`src/rtl/lukevassallo_xor_cipher.sv`:
```
// ----------------------------------------------------------------------------
// lukevassallo_xor_cipher
//   Tiny-tile stream cipher. A 32-bit maximal-length LFSR
//   (x^32+x^22+x^2+x+1) supplies a keystream bit ks = S[31]. Plaintext is
//   XORed with ks to give ciphertext e; ciphertext is XORed with a
//   one-cycle-delayed ks to recover plaintext d. The LFSR seed is loaded
//   through a daisy-chainable serial config shift register. A free-running
//   counter MSB provides a heartbeat.
//
// Ports
//   io_in[0]    clk      rising-edge clock
//   io_in[1]    rst_n    asynchronous active-low reset
//   io_in[2]    cfg_en   1 = shift config register, LFSR frozen
//   io_in[3]    cfg_i    serial config data in (LSB first)
//   io_in[4]    pt_i     plaintext bit
//   io_in[5]    ct_i     ciphertext bit to decrypt
//   io_in[7:6]  unused
//   io_out[0]   e        registered ciphertext
//   io_out[1]   d        registered decrypted bit
//   io_out[2]   cfg_o    serial config out (config register bit 0)
//   io_out[3]   heartbeat
//   io_out[7:4] tied 0
// ----------------------------------------------------------------------------
module lukevassallo_xor_cipher #(
  parameter logic [31:0] SEED    = 32'hACE1ACE1,
  parameter int unsigned HB_BITS = 8
) (
  input  logic [7:0] io_in,
  output logic [7:0] io_out
);

  localparam int unsigned LFSR_W = 32;

  // Pin unpacking
  logic clk;
  logic rst_n;
  logic cfg_en;
  logic cfg_i;
  logic pt_i;
  logic ct_i;
  logic unused_io;

  assign clk       = io_in[0];
  assign rst_n     = io_in[1];
  assign cfg_en    = io_in[2];
  assign cfg_i     = io_in[3];
  assign pt_i      = io_in[4];
  assign ct_i      = io_in[5];
  assign unused_io = ^io_in[7:6];

  // State
  logic [LFSR_W-1:0]  s_q;
  logic [LFSR_W-1:0]  s_d;
  logic [LFSR_W-1:0]  cfg_q;
  logic [LFSR_W-1:0]  cfg_d;
  logic               cfg_en_q;
  logic               ks_d1_q;
  logic               e_q;
  logic               d_q;
  logic [HB_BITS-1:0] hb_q;
  logic [HB_BITS-1:0] hb_d;

  logic ks;
  logic fb;

  assign ks = s_q[LFSR_W-1];
  assign fb = s_q[31] ^ s_q[21] ^ s_q[1] ^ s_q[0];

  // LFSR / config next state: shift config while cfg_en, load on its falling
  // edge (zero seed replaced by SEED so the LFSR never locks up), else step.
  always_comb begin
    s_d   = {s_q[LFSR_W-2:0], fb};
    cfg_d = cfg_q;
    if (cfg_en) begin
      cfg_d = {cfg_i, cfg_q[LFSR_W-1:1]};
      s_d   = s_q;
    end else if (cfg_en_q) begin
      s_d = (cfg_q == '0) ? SEED : cfg_q;
    end
  end

  // Heartbeat counter next state, wraps naturally
  always_comb begin
    hb_d = hb_q + HB_BITS'(1);
  end

  // State registers
  always_ff @(posedge clk or negedge rst_n) begin
    if (!rst_n) begin
      s_q      <= SEED;
      cfg_q    <= '0;
      cfg_en_q <= 1'b0;
      ks_d1_q  <= 1'b0;
      e_q      <= 1'b0;
      d_q      <= 1'b0;
      hb_q     <= '0;
    end else begin
      s_q      <= s_d;
      cfg_q    <= cfg_d;
      cfg_en_q <= cfg_en;
      ks_d1_q  <= ks;
      e_q      <= pt_i ^ ks;
      d_q      <= ct_i ^ ks_d1_q;
      hb_q     <= hb_d;
    end
  end

  assign io_out = {4'b0000, hb_q[HB_BITS-1], cfg_q[0], d_q, e_q};

endmodule

```
`config.mk`:
```
export PLATFORM = sky130hd
export DESIGN_NAME = lukevassallo_xor_cipher
export DESIGN_NICKNAME = d
export VERILOG_FILES = /design/src/rtl/lukevassallo_xor_cipher.sv
export SDC_FILE = /design/constraint.sdc
export NUM_CORES = 1
export LEC_CHECK = 0
export ABC_AREA = 1
export CORE_MARGIN = 1
export CORE_UTILIZATION = 64
export DETAILED_ROUTE_END_ITERATION = 8
export PLACE_DENSITY = 0.84
export SETUP_SLACK_MARGIN = 0.3
export SKIP_CTS_REPAIR_TIMING = 1
export SLEW_MARGIN = 40
export SYNTH_ARGS = -nofsm -noshare
export SYNTH_HDL_FRONTEND = slang
export SYNTH_SLANG_ARGS = --single-unit
```
`constraint.sdc`:
```
create_clock -name io_in -period 3.28 [get_ports io_in]
set_input_delay 0.656 -clock io_in [delete_from_list [all_inputs] [get_ports io_in]]
set_output_delay 0.656 -clock io_in [all_outputs]
set_load 0.03 [all_outputs]
```
# == Word-level counts from Yosys, hierarchy flattened ==
# Index checks and enable logic that the tools add are counted.
# totals
out_inout_bits,8
in_bits,8
word_cells,16
regBits,76
# classes
n_addsub,1
muxes,2
n_reduce_logical,1
bitwise_logic,5
# ops
cell,n
two-way mux 32 bit,2
logical NOT 32 bit,1
"adder 8 x 1 -> 8 bit, second input constant",1
XOR 1 bit,5

# == Longest topological paths before layout ==
# Gate-level depths: netlist of the first run.
# depth
depth_word,4
ltp_mapped,9
ltp_nobuf,9

# == Worst setup path before layout of the first run ==
# Ideal clock, no wire load.
# synth_path
kind,reg-to-output
from,reg cfg_q[0]
to,out io_out[2]
t_required_ns,2.624
slack_ns,2.078
path_buffers,1
path_stages_with_launch,2
arrival_ns,0.546
cell_sequence,dfrtp_1 -> buf_4
# synth_rtl
element,line_no,rtl
from (decl),54,logic [LFSR_W-1:0] cfg_q;
from (signal assigned),99,cfg_q <= cfg_d;
to (decl),29,output logic [7:0] io_out
# No word-level cell between the ends.

==> qor.csv, run 1 <==
metric,value,unit
synthCells,435,
reg2reg_slack,1.17,ns
max_slew_margin,0.579,
clock_latency,0.38,ns
cp.arrival,2.55,ns
yosysTopAreaCell,dfrtp_1,
finalHoldViolCount,79,
drive_gt1_frac,0.247,
design_area,4850,µm²
top_usage_layer,met2,
vias,4052,
grt_pass1_vias,5202,
ioPinCount,16,
fin_nets,517,
path_max_fanout,12,
worstReg2RegEnd,s_q[13],
peakVddDrop,1.01,mV
dieArea,5750,µm²
drc,19,
fin_hold_ws,-0.335,ns
ys_warn_count,0,
fp.dieH,75.8,µm
worst-r2r-cell-count,7,
firstDrtPassIters,9,
rr_startpoint,cfg_q[0],
wl,14400,µm
synthTopCellsByArea,"dfrtp_1 (43%), nand2_1 (18%), dfstp_2 (12%), nor2_1 (6.5%), a21oi_1 (4.9%)",
hold_path_class,clock port to asynchronous set/reset pin,
num_rows,26,
slew_violations,0,
diodes,0,
grt_overflow,0,
use_met3,0.646,
synth_cell_types,22,
dieWidth,75.8,µm
antenna_found_initial,0,
core_area,5170,µm²
ys_seq_area_frac,0.551,
nFillCells,151,
port-buffer-count,4,
wl_per_cell,23.5,µm
routed_via_density,6.61,
setup_viol,0,
crit_path_end_kind,flop,
crit_type,clock port to flop,
ys_ff_latch,76,
rsz0062_at_grt,no,
status,"complete, but fails checks",
violations,"DRC, hold timing",
grt_use_total,0.630,
startpoint_type,clock port,
cts_tree,yes,
syn_to_final_growth,39.1,%
dpl.hpwl,3730,µm
synthesis.area,3490,µm²
grt_max_degree,33,
maxCapViolCount,0,
worst_pin_slew,0.631,ns
setup_tns,0,ns
required,3.53,ns
post_dp_cell_area,3460,µm²
initial_utilization,0.674,
grtUsageMet2,0.693,
finClkSkew,0.0271,ns
yosysTopAreaCellShare,0.431,
synth.avg_cell_area,8.01,µm²
p_leak,2.16,nW
grt_pass1_wl,23300,µm
place.gp.congestion,0.745,
cts.clk_slew.worst_paths,0.09,ns
detail_route.iter0.violations,1168,
met1_usage,0.591,
ant_nets,0,
cellPowerDensity,1480,nW/µm²
## cell type report
cell class	instances	area (µm²)	area share
clock inverter	63	398	0.0821
tap	70	87.6	0.0181
multi-input combinational	312	1330	0.274
sequential	76	1920	0.396
clock buffer	68	993	0.205
inverter	19	71.3	0.0147
timing repair buffer	5	47.5	0.00981
## per-stage QoR
step / cells / total power [mW] / hold WS [ns] / setup WS, ns / util
after global placement: 484 / 1.99 / -0.296 / 0.856 / 0.670
after CTS: 613 / 7.21 / -0.322 / 0.968 / 0.937
after global routing: 613 / 7.68 / -0.363 / 0.748 / 0.937
after detailed placement: 484 / 1.99 / -0.296 / 0.855 / 0.670
after floorplan: 438 / 2.32 / -0.296 / 1.04 / -
final: 613 / 7.19 / -0.335 / 0.976 / 0.937
## layer usage
layer / up-vias / wire [µm]
met5: - / 0
met4: 0 / 1270
met3: 185 / 2340
met2: 527 / 5900
met1: 1821 / 4880
li1: 1519 / -
## worst max-delay path by stage
stage,endpoint,startpoint,cells after the start
after floorplan,s_q[20],io_in[2],5
after global placement,s_q[1],io_in[2],4
after detailed placement,s_q[1],io_in[2],4
after CTS,s_q[19],io_in[2],7
after global routing,s_q[13],cfg_q[0],7
final,s_q[19],io_in[2],7
## cells by family (layout without fill, tap and decap cells)
kind of cell	Yosys count	in the layout	share of synthesized area
compound gates	64	64	0.0940
flops	76	76	0.551
simple gates	235	235	0.259
other cells	1	4	0.00108
xor+xnor	8	8	0.0201
buf+inv	50	155	0.0707
fa+ha+maj	1	1	0.00359
## sequential cells by signal, summed over array words and instances (netlist names)
name and count:
cfg_en_q 1, s_q 32, d_q 1, e_q 1, ks_d1_q 1, cfg_q 32
hb_q 8
## report_power, final
| group | total [mW] | switching (mW) | internal, mW |
|---|---|---|---|
| combinational | 0.00614 | 0.00614 | 0 |
| clock | 6.12 | 3.29 | 2.83 |
| sequential | 1.06 | 0 | 1.06 |
## cell usage in the layout (no fill, tap or decap), drive strengths merged, types with 4 or more instances in the layout
master,count
a21oi,34
nand3,6
o21ai,27
nand2,165
inv,71
clkbuf,68
xor2,6
nor2,63
clkdlybuf4s50,4
conb,4
dfrtp,60
dfstp,16
bufinv,5
## Yosys cell counts
cell / instances
nand2_1: 163
dfrtp_1: 60
nor2_1: 60
a21oi_1: 34
inv_1: 20
dfstp_2: 16
o21ai_0: 16
buf_2: 11
o21ai_1: 11
buf_4: 8
clkbuf_1: 8
nand3_1: 6
xor2_1: 6
a22oi_1: 3
nor2_2: 3
buf_6: 2
nand2_2: 2
xnor2_1: 2
conb_1: 1
ha_1: 1
inv_2: 1
nor3_1: 1
## worst max-delay path, stage by stage
cell and delay, ns:
clkbuf_8 0.11, clkbuf_8 0.16, clkbuf_8 0.19, inv_2 0.07, o21ai_0 0.10, a21oi_1 0.19
a21oi_1 0.09
Power figures use the tool's default switching activity.
==> inputs of run 2 (changes only) <==
Settings changed: CORE_UTILIZATION 64 to 54, PLACE_DENSITY 0.84 to 0.75.
Clock period 3.28 ns to 1.9 ns, I/O delays scaled along.
==> run 2 against run 1 <==
The run ends with hold timing left. Cell area increased by 1.0%. Largest cell class unchanged. Clock-buffer cell count increased by 2. Clock skew decreased by 0.018 ns. Total power increased by 58%. Sequential share of layout area decreased by 0.39 points. Global-route usage decreased by 25 points.
==> qor.csv, run 2 (synthesis results as in run 1) <==
metric,value,unit,change
status,"complete, but fails checks",,unchanged
violations,hold timing,,"was DRC, hold timing"
core_area,6060,µm²,was 5170 µm²
layout_commonest_cell,nand2_1,,unchanged
grt_pass1_vias,4713,,was 5202
peakVddDrop,1.52,mV,was 1.01 mV
path_max_fanout,11,,was 12
crit_path_end_kind,flop,,unchanged
cp.arrival,1.81,ns,was 2.55 ns
grt_pass1_wl,16600,µm,was 23300 µm
num_rows,28,,was 26
mostFrequentLayoutCells,"nand2_1 (163), dfrtp_1 (60), nor2_1 (59), inv_2 (46), a21oi_1 (34)",,"was nand2_1 (163), nor2_1 (60), dfrtp_1 (60), inv_2 (49), a21oi_1 (34)"
fin_hold_ws,-0.356,ns,was -0.335 ns
place.gp.congestion,0.715,,was 0.745
nFillCells,304,,was 151
antenna_found_initial,0,,unchanged
top_layer,met4,,unchanged
dpl.hpwl,3650,µm,was 3730 µm
finClkSkew,0.00916,ns,was 0.0271 ns
syn_to_final_growth,40.5,%,was 39.1%
ioPinCount,16,,unchanged
drive_gt1_frac,0.246,,was 0.247
port-buffer-count,4,,unchanged
wl_per_cell,16.1,µm,was 23.5 µm
clock_latency,0.37,ns,was 0.38 ns
required,2.16,ns,was 3.53 ns
grt_use_total,0.379,,was 0.630
grt_overflow,0,,unchanged
vias,3403,,was 4052
routed_via_density,5.50,,was 6.61
dieWidth,82.3,µm,was 75.8 µm
hold_path_class,clock port to asynchronous set/reset pin,,unchanged
fp.dieH,82.3,µm,was 75.8 µm
initial_utilization,0.575,,was 0.674
ant_nets,0,,unchanged
cellPowerDensity,2320,nW/µm²,was 1480 nW/µm²
wl,9990,µm,was 14400 µm
setup_tns,0,ns,unchanged
startpoint_type,clock port,,unchanged
diodes,0,,unchanged
rsz0062_at_grt,no,,unchanged
fin_nets,519,,was 517
crit_type,clock port to flop,,unchanged
m1WireLength,3880,µm,was 4880 µm
maxCapViolCount,0,,unchanged
cts_tree,yes,,unchanged
p_leak,2.26,nW,was 2.16 nW
drc,0,,was 19
dieArea,6780,µm²,was 5750 µm²
largestRegisters,"cfg_q x32, s_q x32, hb_q x8",,unchanged
cts.clk_slew.worst_paths,0.08,ns,was 0.09 ns
finalHoldViolCount,79,,unchanged
wl_met3,1010,µm,was 2340 µm
detail_route.iter0.violations,347,,was 1168
firstDrtPassIters,6,,was 9
setup_viol,0,,unchanged
grt_max_degree,33,,unchanged
met2_length,4750,µm,was 5900 µm
slew_violations,0,,unchanged
## run 2: cell count changes in the layout (fill, tap and decap cells not counted), moves of 2 or more
| cell | before | now |
|---|---|---|
| clkdlybuf4s50_1 | 4 | 0 |
| clkinv_4 | 0 | 4 |
| dlymetal6s2s_1 | 0 | 4 |
| clkinv_2 | 3 | 0 |
| inv_2 | 49 | 46 |
| inv_6 | 3 | 1 |
| nand2_4 | 0 | 2 |
## run 2: path summary, 6_finish.rpt
kind                             end      start  cells past startpoint  slack [ns]
hold reg to reg              ks_d1_q    s_q[31]                      0        0.45
max in group asynchronous    s_q[29]   io_in[1]                      2        2.04
hold / removal             cfg_q[14]   io_in[1]                      2       -0.36
setup / recovery              s_q[4]   io_in[2]                      7        0.35
min in group io_in               d_q   io_in[5]                      1       -0.29
setup reg to reg             s_q[27]  cfg_q[24]                      7        0.41
## run 2: critical path, cell delays in order
cell and delay, ns:
clkbuf_8 0.11, clkbuf_8 0.15, clkbuf_8 0.19, inv_2 0.05
o21ai_0 0.09, a21oi_1 0.19, a21oi_1 0.08
## run 2: cell type report
type | instances | area (µm²) | share of cell area
multi-input combinational | 313 | 1350 | 0.276
timing repair buffer | 6 | 65.1 | 0.0133
tap | 75 | 93.8 | 0.0192
clock inverter | 60 | 370 | 0.0756
inverter | 19 | 71.3 | 0.0146
sequential | 76 | 1920 | 0.392
clock buffer | 70 | 1020 | 0.209
## run 2: layer usage
metal	GRT usage	up-vias
met5	0.0667	-
met4	0.575	0
met3	0.436	40
met2	0.386	209
met1	0.281	1628
li1	-	1526
## run 2: through the flow
step	power (mW)	utilization	std cells	area, µm²	worst slack (ns)
final	11.4	0.808	619	4900	0.352
after global routing	12.4	0.808	619	4900	0.304
after CTS	11.6	0.802	618	4860	0.0437
after global placement	3.44	0.574	490	3480	0.166
after floorplan	4.00	-	438	3500	0.352
after detailed placement	3.44	0.574	490	3480	0.166
## run 2: report_power, final
| group | switching, mW | internal (mW) |
|---|---|---|
| logic | 0.0103 | 0 |
| clock network | 4.72 | 4.83 |
| registers | 0 | 1.83 |
| total | 4.73 | 6.66 |
==> inputs of run 3 (changes only) <==
Settings changed: CORE_UTILIZATION 54 to 40, PLACE_DENSITY 0.75 to default, PLACE_DENSITY_LB_ADDON from default to 0.15, SETUP_SLACK_MARGIN 0.3 to default.
Clock period 1.9 ns to 1.49 ns, I/O delays scaled along.
==> run 3 against run 2 <==
The flow still finishes with violations (hold timing). Global-route usage down 13 points. Clock-buffer cell count up 1. Cell area rose by 0.66%. Clock power increased by 23%. Critical endpoint is now io_out[2]. Largest power group unchanged.
==> qor.csv, run 3 (synthesis results as in run 1) <==
metric,value,unit,change
cts.clk_slew.worst_paths,0.08,ns,about the same
crit_type,flop to primary output,,was clock port to flop
fp.dieH,95.4,µm,was 82.3 µm
dieArea,9090,µm²,was 6780 µm²
firstDrtPassIters,4,,was 6
dieWidth,95.4,µm,was 82.3 µm
fin_hold_ws,-0.326,ns,was -0.356 ns
max_freq,731,MHz,
vias,3127,,was 3403
path_cells,dlymetal6s2s_1,,was clkbuf_8 > clkbuf_8 > clkbuf_8 > inv_2 > o21ai_0 > a21oi_1 > a21oi_1
wl_per_cell,13.3,µm,was 16.1 µm
drc,0,,unchanged
p_leak,2.27,nW,was 2.26 nW
crit_path_end_kind,primary output,,was flop
num_rows,33,,was 28
violations,hold timing,,unchanged
startpoint_type,flop,,was clock port
fin_crit_sh,0.918,,
layout_commonest_cell,nand2_1,,unchanged
cts_tree,yes,,unchanged
dpl.hpwl,4080,µm,was 3650 µm
slew_violations,0,,unchanged
cp.arrival,1.07,ns,was 1.81 ns
path_buf_inv,1,,was 4
grt_overflow,0,,unchanged
syn_to_final_growth,41.4,%,was 40.5%
grt_max_degree,33,,unchanged
mostFrequentLayoutCells,"nand2_1 (163), dfrtp_1 (60), nor2_1 (59), inv_2 (45), a21oi_1 (34)",,"was nand2_1 (163), dfrtp_1 (60), nor2_1 (59), inv_2 (46), a21oi_1 (34)"
port-buffer-count,4,,unchanged
core_area,8340,µm²,was 6060 µm²
rsz0062_at_grt,no,,unchanged
place.gp.congestion,0.719,,was 0.715
dp.cells,522,,was 490
grt_pass1_vias,4499,,was 4713
peakVddDrop,1.14,mV,was 1.52 mV
ioPinCount,16,,unchanged
grt_pass1_wl,15200,µm,was 16600 µm
clock_latency,0.35,ns,was 0.37 ns
power,14.0,mW,was 11.4 mW
finalHoldViolCount,79,,unchanged
instances_no_fill,651,,was 619
maxCapViolCount,0,,unchanged
path_max_fanout,4,,was 11
cellPowerDensity,2840,nW/µm²,was 2320 nW/µm²
diodes,0,,unchanged
drive_gt1_frac,0.249,,was 0.246
period_needed,1.37,ns,
slowest_delay,0.41,ns,was 0.19 ns
cp_slowest_cell,dfrtp_1,,was clkbuf_8
hold_path_class,clock port to asynchronous set/reset pin,,unchanged
setup_viol,0,,unchanged
detail_route.iter0.violations,119,,was 347
required,1.19,ns,was 2.16 ns
ant_nets,0,,unchanged
grt_use_total,0.247,,was 0.379
initial_utilization,0.418,,was 0.575
cp_top_family,flip-flops,,was buffers and inverters
finClkSkew,0.0106,ns,was 0.00916 ns
routed_via_density,4.80,,was 5.50
reg2reg_slack,0.13,ns,was 0.41 ns
status,"complete, but fails checks",,unchanged
antenna_found_initial,0,,unchanged
wl,8630,µm,was 9990 µm
largestRegisters,"cfg_q x32, s_q x32, hb_q x8",,unchanged
fin_nets,520,,was 519
run 3: cell type report:
class	instances	area, µm²
Multi-Input combinational cell	312	1340
Tap cell	105	131
Clock inverter	60	347
Clock buffer	71	1020
Sequential cell	76	1920
Timing Repair Buffer	8	92.6
Inverter	19	71.3
Fill cell	736	3410
run 3: worst paths after layout:
kind	start	endpoint	cells past startpoint
max	cfg_q[0]	io_out[2]	1
min	io_in[1]	cfg_q[19]	2
max reg2reg	cfg_q[23]	s_q[26]	7
min reg2reg	s_q[31]	ks_d1_q	0
max in group asynchronous	io_in[1]	s_q[27]	2
min in group io_in	io_in[4]	e_q	1
run 3: through the flow:
stage / cell area, µm² / TNS [ns] / worst slack, ns / hold slack, ns / utilization
floorplan: 3500 / 0 / 0.147 / -0.296 / -
global placement: 3540 / -0.184 / -0.0392 / -0.296 / 0.425
detailed placement: 3540 / -0.184 / -0.0397 / -0.296 / 0.425
CTS: 4910 / -0.799 / -0.265 / -0.323 / 0.588
global route: 4930 / 0 / 0.0182 / -0.335 / 0.591
finish: 4930 / 0 / 0.122 / -0.326 / 0.591
run 3: worst register-to-register path, cell delays in order (launching register included):
cell and delay [ns]:
dfrtp_1 0.43, nor2_1 0.12, nand2_1 0.08, nor2_2 0.17, nand2_4 0.15, o21ai_0 0.23
nand2_1 0.08, nand2_1 0.06
run 3: report_power, final:
part           internal [mW]  switching, mW  total [mW]
registers               2.34              0        2.34
clock network           5.87           5.80        11.7
logic                      0         0.0133      0.0133
total                   8.20           5.81        14.0
run 3: layer usage:
metal  routed length [µm]  global-route usage  share of wire
met1                 3670               0.164           0.43
met2                 3820               0.221           0.44
met3                  777               0.314          0.090
met4                  364               0.446          0.042
met5                    0              0.0476              0
